`src/rtl/serial_adder_pkg.sv`:
```
// Shared types and limits for the bit-serial adder controller.
package serial_adder_pkg;

  localparam int unsigned MAX_WIDTH = 64;

  typedef enum logic [1:0] {
    IDLE = 2'b00,
    RUN  = 2'b01,
    DONE = 2'b10
  } state_e;

endpackage : serial_adder_pkg

```
`src/rtl/fa_cell.sv`:
```
// Single-bit full adder shared by every bit position of the serial adder.
module fa_cell (
  input  logic a,
  input  logic b,
  input  logic ci,
  output logic s,
  output logic co
);

  assign s  = a ^ b ^ ci;
  assign co = (a & b) | (ci & (a ^ b));

endmodule : fa_cell

```
`src/rtl/serial_adder_ctrl.sv`:
```
// Bit-serial adder controller: one fa_cell iterated WIDTH times, LSB first.
// Optional subtract mode (sub port, A-B via ~B+1) enabled by SERIAL_ADD_SUB_EN.
module serial_adder_ctrl
  import serial_adder_pkg::*;
#(
  parameter int unsigned WIDTH = 8
) (
  input  logic             clk,
  input  logic             rst,
  input  logic             start_valid,
  output logic             start_ready,
  input  logic [WIDTH-1:0] a_in,
  input  logic [WIDTH-1:0] b_in,
  input  logic             cin,
`ifdef SERIAL_ADD_SUB_EN
  input  logic             sub,
`endif
  output logic [WIDTH-1:0] sum_out,
  output logic             cout,
  output logic             res_valid,
  input  logic             res_ready,
  output logic             busy
);

  localparam int unsigned CNT_W = $clog2(WIDTH);

  if (WIDTH < 2 || WIDTH > MAX_WIDTH) begin : g_bad_width
    $error("serial_adder_ctrl: WIDTH out of range");
  end

  state_e             state_q, state_d;
  logic [WIDTH-1:0]   a_sh_q, a_sh_d;
  logic [WIDTH-1:0]   b_sh_q, b_sh_d;
  logic [WIDTH-1:0]   sum_sh_q, sum_sh_d;
  logic [WIDTH-1:0]   sum_out_q, sum_out_d;
  logic [CNT_W-1:0]   cnt_q, cnt_d;
  logic               carry_q, carry_d;
  logic               cout_q, cout_d;
  logic               res_valid_q, res_valid_d;
  logic               busy_q, busy_d;
  logic               start_ready_q, start_ready_d;
  logic               fa_s, fa_co;
  logic [WIDTH-1:0]   b_load;
  logic               carry_load;
  logic [WIDTH-1:0]   sum_shifted;

  // Operand-B and carry values captured on the start handshake
`ifdef SERIAL_ADD_SUB_EN
  assign b_load     = sub ? ~b_in : b_in;
  assign carry_load = sub ? 1'b1  : cin;
`else
  assign b_load     = b_in;
  assign carry_load = cin;
`endif

  fa_cell u_fa (
    .a  (a_sh_q[0]),
    .b  (b_sh_q[0]),
    .ci (carry_q),
    .s  (fa_s),
    .co (fa_co)
  );

  assign sum_shifted = WIDTH'({fa_s, sum_sh_q} >> 1);

  // Next-state and datapath control
  always_comb begin
    state_d       = state_q;
    a_sh_d        = a_sh_q;
    b_sh_d        = b_sh_q;
    sum_sh_d      = sum_sh_q;
    sum_out_d     = sum_out_q;
    cnt_d         = cnt_q;
    carry_d       = carry_q;
    cout_d        = cout_q;

    case (state_q)
      IDLE: begin
        if (start_valid && start_ready_q) begin
          a_sh_d  = a_in;
          b_sh_d  = b_load;
          carry_d = carry_load;
          cnt_d   = '0;
          state_d = RUN;
        end
      end
      RUN: begin
        sum_sh_d = sum_shifted;
        a_sh_d   = a_sh_q >> 1;
        b_sh_d   = b_sh_q >> 1;
        carry_d  = fa_co;
        cnt_d    = cnt_q + CNT_W'(1);
        if (cnt_q == CNT_W'(WIDTH - 1)) begin
          sum_out_d = sum_shifted;
          cout_d    = fa_co;
          state_d   = DONE;
        end
      end
      DONE: begin
        if (res_ready) begin
          state_d = IDLE;
        end
      end
      default: state_d = IDLE;
    endcase

    // Status outputs are registered copies of the upcoming state
    start_ready_d = (state_d == IDLE);
    busy_d        = (state_d != IDLE);
    res_valid_d   = (state_d == DONE);
  end

  always_ff @(posedge clk) begin
    if (rst) begin
      state_q       <= IDLE;
      a_sh_q        <= '0;
      b_sh_q        <= '0;
      sum_sh_q      <= '0;
      sum_out_q     <= '0;
      cnt_q         <= '0;
      carry_q       <= 1'b0;
      cout_q        <= 1'b0;
      res_valid_q   <= 1'b0;
      busy_q        <= 1'b0;
      start_ready_q <= 1'b0;
    end else begin
      state_q       <= state_d;
      a_sh_q        <= a_sh_d;
      b_sh_q        <= b_sh_d;
      sum_sh_q      <= sum_sh_d;
      sum_out_q     <= sum_out_d;
      cnt_q         <= cnt_d;
      carry_q       <= carry_d;
      cout_q        <= cout_d;
      res_valid_q   <= res_valid_d;
      busy_q        <= busy_d;
      start_ready_q <= start_ready_d;
    end
  end

  assign start_ready = start_ready_q;
  assign sum_out     = sum_out_q;
  assign cout        = cout_q;
  assign res_valid   = res_valid_q;
  assign busy        = busy_q;

endmodule : serial_adder_ctrl

```
`config.mk`:
```
export PLATFORM = sky130hd
export DESIGN_NAME = serial_adder_ctrl
export DESIGN_NICKNAME = d
export VERILOG_FILES = /design/src/rtl/serial_adder_pkg.sv /design/src/rtl/fa_cell.sv /design/src/rtl/serial_adder_ctrl.sv
export SDC_FILE = /design/constraint.sdc
export NUM_CORES = 1
export LEC_CHECK = 0
export BUFFER_PORTS_ARGS = -buffer_cell sky130_fd_sc_hd__buf_2
export CAP_MARGIN = 25
export CORE_ASPECT_RATIO = 0.5
export CORE_MARGIN = 3
export CORE_UTILIZATION = 35
export DETAILED_ROUTE_END_ITERATION = 12
export GPL_ROUTABILITY_DRIVEN = 1
export PLACE_DENSITY = 0.54
export SYNTH_ARGS = -nofsm -noshare
export SYNTH_HDL_FRONTEND = slang
export SYNTH_SLANG_ARGS = --single-unit
export TNS_END_PERCENT = 20
```
`constraint.sdc`:
```
create_clock -name clk -period 2.55 [get_ports clk]
set_clock_uncertainty 0.05 [all_clocks]
set_input_delay 0.1275 -clock clk [delete_from_list [all_inputs] [get_ports clk]]
set_output_delay 0.1275 -clock clk [all_outputs]
set_load 0.05 [all_outputs]
```
# Word level (Yosys, flattened, before mapping)
# Index checks and enable logic that the tools add are counted.
word_totals:
  word_cells: 41
  ff_bits: 42
  output_inout_bits: 12
op_classes:
  eq_ne: 5
  reduce_logical: 7
  addsub: 1
  muxes: 12
  n_bitwise: 5
op_table:
  columns: ["op", "count"]
  rows:
  - ["$pmux W8 S2", 2]
  - ["$mux W8", 2]
  - ["$mux W2", 3]
  - ["$pmux W2 S3", 1]
  - ["$pmux W3 S2", 1]
  - ["$eq A2 B2 Y1 const B", 2]
  - ["$logic_not A2 Y1", 2]
  - ["$reduce_and A2 Y1", 2]
  - ["$reduce_bool A2 Y1", 2]
  - ["$add A3 B1 Y3 const B", 1]
  - ["$eq A3 B3 Y1 const B", 1]
  - ["$mux W3", 1]
  - ["$and A1 B1 Y1", 2]
  - ["$eq A2 B1 Y1 const B", 1]
  - ["$ne A2 B2 Y1 const B", 1]
  - ["$pmux W1 S2", 1]
  - ["$xor A1 B1 Y1", 2]
  - ["$logic_and A1 B1 Y1", 1]
  - ["$mux W1", 1]
  - ["$or A1 B1 Y1", 1]

# Logic depth before layout (Yosys ltp)
logic_depth:
  word_depth: 4
  mapped_depth: 6

# By module
# Synthesis repeated with hierarchy kept, for this count alone.
unflattened:
  hier_cells: 182
  area_unflattened_um2: 1858.0
by_module_without_submodules:
  columns: ["module", "n_inst", "area_each_um2", "cells_each"]
  rows:
  - ["serial_adder_ctrl", 1, 1838.0, 181]
  - ["fa_cell", 1, 20.0, 1]

# Worst setup path after synthesis
# OpenSTA, ideal clock, no wires.
synth_path:
  kind: "register to register"
  from: "reg start_ready_q (netlist: start_ready)"
  to: "reg a_sh_q[0]"
  path_stages_with_launch: 6
  path_slack_ps: 860
  arrival_time_ps: 1524
  n_path_buf: 2
  t_required_ps: 2384
  path_cell_list: "dfxtp_1 > a21oi_4 > or2_1 > buf_6 > buf_6 > o211a_1"
synth_via:
  elab_chain_len: 3
synth_rtl:
  columns: ["element", "line_no", "text"]
  rows:
  - ["from (decl)", "serial_adder_ctrl.sv:41", "logic start_ready_q, start_ready_d;"]
  - ["from (signal assigned)", "serial_adder_ctrl.sv:137", "start_ready_q <= start_ready_d;"]
  - ["$logic_and A1 B1 Y1", "serial_adder_ctrl.sv:79", "if (start_valid && start_ready_q) begin"]
  - ["$ne A2 B2 Y1 (no source line)", null, null]
  - ["$reduce_and A2 Y1 (no source line)", null, null]
  - ["to (signal assigned)", "serial_adder_ctrl.sv:128", "a_sh_q <= a_sh_d;"]
  - ["to (decl)", "serial_adder_ctrl.sv:32", "logic [WIDTH-1:0] a_sh_q, a_sh_d;"]
# Every way passes these cells.
# A chain may end at the register's enable or synchronous reset.

# Worst setup path after layout
layout_path:
  from: "reg cnt_q[0]"
  to: "reg sum_out_q[0] (netlist: sum_out[0])"
layout_via:
  elab_chain_len: 2
layout_rtl:
  columns: ["element", "line_no", "text"]
  rows:
  - ["from (decl)", "serial_adder_ctrl.sv:36", "logic [CNT_W-1:0] cnt_q, cnt_d;"]
  - ["from (signal assigned)", "serial_adder_ctrl.sv:132", "cnt_q <= cnt_d;"]
  - ["$eq A3 B3 Y1", "serial_adder_ctrl.sv:93", "if (cnt_q == CNT_W'(WIDTH - 1)) begin"]
  - ["$reduce_and A2 Y1 (no source line)", null, null]
  - ["to (signal assigned)", "serial_adder_ctrl.sv:131", "sum_out_q <= sum_out_d;"]
  - ["to (decl)", "serial_adder_ctrl.sv:35", "logic [WIDTH-1:0] sum_out_q, sum_out_d;"]
# Every way passes these cells.

==> metrics.sh <==
RUN_STATUS='finished, final reports clean'
OVERFLOW=0
SLOWEST_DELAY_NS=0.41
DR.PASS1.ITERS=4
YOSYSTOPAREACELLSHARE_PCT=45.7
CP-ENDPOINT='sum_out[0]'
POST_CTS_BUFFERS=0
POST_SYNTHESIS_COMPOUND_GATE_AREA_FRACTION_PCT=24.0
SETUP-TNS-FINAL_NS=0
PLACEABLECOREAREA_UM2=4660
SYNTHADDERAREAFRAC_PCT=2.51
POWER.TOTAL_W=0.00142
CLK-INSERTION-DELAY-LATE_NS=0.29
SYNTH_TOP_CELL_BY_AREA='sky130_fd_sc_hd__dfxtp_1'
TRITONCTS='yes'
FIRST_ITER_VIOLATIONS=21
FF2FF_SETUP_SLACK_NS=0.84
LAYOUT.CELLS.MOST_COMMON_LIST='sky130_fd_sc_hd__dfxtp_1, sky130_fd_sc_hd__buf_2, sky130_fd_sc_hd__nand2_1'
NUMBER_OF_CTS_INSERTED_BUFFERS=5
CP-END-KIND='flop'
LAYOUT.CELLS.MOST_COMMON='sky130_fd_sc_hd__dfxtp_1'
STATIC-LEAKAGE-POWER_nW=0.935
FLOORPLAN.DIE.WIDTH_UM=107
COUNT_OF_PINS_OVER_THEIR_SLEW_LIMIT=0
CPMAXSTAGEDELAYCELL='sky130_fd_sc_hd__ha_1'
GLOBALPLACE.CONGESTION=0.701
WORSTPATHREQUIRED_NS=2.66
POST_SYNTH_MUX_AREA_SHARE_PCT=9.97
REMAINING_DRC_ERRORS=0
CORE.ROWCOUNT=17
CLOCKBUFFERDEPTH=2
NUMBER_OF_GATES_RESIZED_AFTER_CTS=0
FLOORPLAN.DIE_AREA_UM2=6070
FLOW.AREA_GROWTH_FROM_SYNTHESIS_PCT=16.7
SYNTH_CELL_TYPES=28
CP_COMMON_CELL='sky130_fd_sc_hd__ha_1'
YS_SEQ_ELEMENTS=41
TOP_PORTS=33
RR_WORST_DEPTH=5
YOSYSSEQAREASHARE_PCT=45.7
WORST_PATH_DEPTH=5
WORST-SLEW-PIN-TRANSITION_NS=0.530
HOLD_VIOLATIONS=0
NUM_ANTENNA_CELLS=0
CTS.HOLD.BUFFERS_ADDED=0
WORST_R2R_STARTPOINT='cnt_q[0]'
ROUTED-VIA-COUNT=1348
FILLER_CELL_COUNT=470
DRT-WIRELENGTH-PER-CELL_UM=13.3
WORST_HOLD_PATH.NUM_CELLS=3
FIN_NETS=233
CRIT_FANOUT=12
CRITICAL_PATH.STARTPOINT_TYPE='flop'
UNREPAIRED_SETUP_ENDPOINTS_AFTER_GLOBAL_ROUTING='false'
MULTIINPUTGATEAREA_UM2=868
DETAILED_PLACE_HPWL_MM=2.50
TOTALWIRELENGTH_MM=3.67
CHIPHEIGHT_UM=56.6
LARGEST_NET_DEGREE_AT_THE_START_OF_GLOBAL_ROUTING=27
SYNTHESIS.YOSYS.WARNINGS=0
REGISTER_AREA_UM2=821
WORST_SETUP_HOLD_PATH_CLK_SLEW_NS=0.08
PATH_DELAY_FAMILY='adder cells'
POST_SYNTH_XOR_AREA_FRACTION_PCT=0
CTSROOTBUFFERMASTER='sky130_fd_sc_hd__clkbuf_8'
COMBINATIONAL_FAMILY_WITH_THE_MOST_AREA_AFTER_SYNTHESIS='compound AO/OA/AOI/OAI gates'
NUMBER_OF_GLOBAL_ROUTE_VIAS_BEFORE_REPAIR=1321
CTS.SINKS=41
SYNTH_TOP_CELLS_BY_AREA='sky130_fd_sc_hd__dfxtp_1, sky130_fd_sc_hd__o211a_1, sky130_fd_sc_hd__mux2_2, sky130_fd_sc_hd__a21oi_1, sky130_fd_sc_hd__o21bai_1'
REG_TO_REG_ENDPOINT='sum_out[0]'
DRTANTENNAVIOLNETS=0
TIMING.CRITICAL_PATH.BUF_INV=0
SYNTH.AVG_CELL_AREA_UM2=9.91
GRT.TOTAL_USAGE_PCT=13.0
H-TREE-DEPTH=2
TIMING.MAX_CAP.VIOLATIONS=0
SYNTHESIZED_NET_COUNT=205
POST_SYNTH_AND_OR_NAND_NOR_AREA_FRACTION_PCT=11.9
IO_BUFFER_COUNT=32
SETUP_VIOL_COUNT_FINAL=0
START_UTIL_PCT=38.5
TIMING_WORST_SETUP_PATH_TYPE='reg -> reg'
TIMING.CRITICAL_PATH.ARRIVAL_NS=1.82
FINAL.PERIOD_UTILIZATION_PCT=67.1
HOLD_CLASS='in -> reg'
SLEW_HEADROOM_PCT=64.5
CP-STARTPOINT='cnt_q[0]'
ANTENNA_FOUND_INITIAL=0
GLOBAL_ROUTE_WIRE_LENGTH_BEFORE_REPAIR_MM=6.31
FINALCRITICALPERIOD_NS=1.71
POST_SYNTH_INST_COUNT=181
POST_SYNTH_INSTANCE_AREA_UM2=1790
DRIVE_ABOVE_1_SHARE_PCT=28.6
AVGVIACOUNTPERCELL=4.88
WORSTPATHCELLLIST='ha_1, ha_1, nand3b_1, nand2_1, a21oi_1'
POWER.IR.VDD_WORST_mV=0.248
PWR_DENSITY_nW_PER_UM2=678
FMAX_MHz=584
[kinds of logic (layout without fill, tap and decap cells)]
family          after synthesis  count (layout)
fa+ha+maj                     3               3
mux                          16              16
compound gates               59              59
simple gates                 45              45
buf+inv                      17              46
flops                        41              41
[worst min-delay path by stage]
stage	start	to	slack (ns)
after detailed placement	sum_out[5]	sum_out[5]	0.40
after global routing	a_in[7]	a_sh_q[7]	0.12
final	a_in[7]	a_sh_q[7]	0.11
after floorplan	a_in[7]	a_sh_q[7]	0.27
after CTS	a_in[7]	a_sh_q[7]	0.1
after global placement	a_in[7]	a_sh_q[7]	0.37
[synth_stat cells, drive strengths merged]
master  number
clkinv       1
o21ai        3
clkbuf       4
o211a       15
nand3b       2
ha           2
a31o         1
nor2         2
mux2i        1
nand2b       1
a211oi       1
nand2       26
fa           1
o21bai      15
nor3         1
nor2b        1
or2          1
buf         12
dfxtp       41
mux2        15
a21oi       24
nor4b        2
nand3        9
[metal layers]
| metal | up-vias | track usage [%] | wire length (µm) |
|---|---|---|---|
| met5 | - | 0 | 0 |
| met4 | 0 | 3.28 | 19 |
| li1 | 693 | - | - |
| met2 | 17 | 19.7 | 1650 |
| met3 | 2 | 4.25 | 142 |
| met1 | 636 | 17.9 | 1860 |
[power by group]
| part | total (W) | switching, W | leakage [nW] | internal, W |
|---|---|---|---|---|
| clock | 0.000542 | 0.000223 | 0.0574 | 0.000318 |
| combinational | 0.000182 | 0.0000931 | 0.543 | 0.0000889 |
| sequential | 0.000695 | 0.0000207 | 0.334 | 0.000674 |
| total | 0.00142 | 0.000337 | 0.935 | 0.00108 |
[layout make-up]
cell class              instances  share of cell area [%]
repair buffers                 37                    9.44
clock buffers                   6                    3.95
clock inverters                 2                    1.79
inverters                       1                   0.179
multi-input cells             123                    41.5
flip-flops and latches         41                    39.2
well taps                      66                    3.95
[worst register-to-register path, cell delays in order, from the launching register on]
cell	delay, ns
sky130_fd_sc_hd__dfxtp_1	0.35
sky130_fd_sc_hd__ha_1	0.15
sky130_fd_sc_hd__ha_1	0.41
sky130_fd_sc_hd__nand3b_1	0.38
sky130_fd_sc_hd__nand2_1	0.16
sky130_fd_sc_hd__a21oi_1	0.08
[per-stage QoR]
stage	hold slack [ns]	util (%)	setup slack [ns]	cell area [µm²]	std cells
floorplan	0.270	-	0.860	1790	181
global placement	0.375	42.4	0.878	1970	268
detailed placement	0.397	42.4	0.831	1970	268
CTS	0.0986	44.9	0.817	2090	276
global route	0.119	44.9	0.561	2090	276
finish	0.105	44.9	0.838	2090	276
[flip-flops by register name (all words and copies together), names as in the netlist]
register	flops
busy	1
cnt_q	3
start_ready	1
state_q	2
carry_q	1
sum_sh_q	7
a_sh_q	8
sum_out	8
b_sh_q	8
cout	1
res_valid	1
No activity file was read; power rests on OpenSTA's default activity.
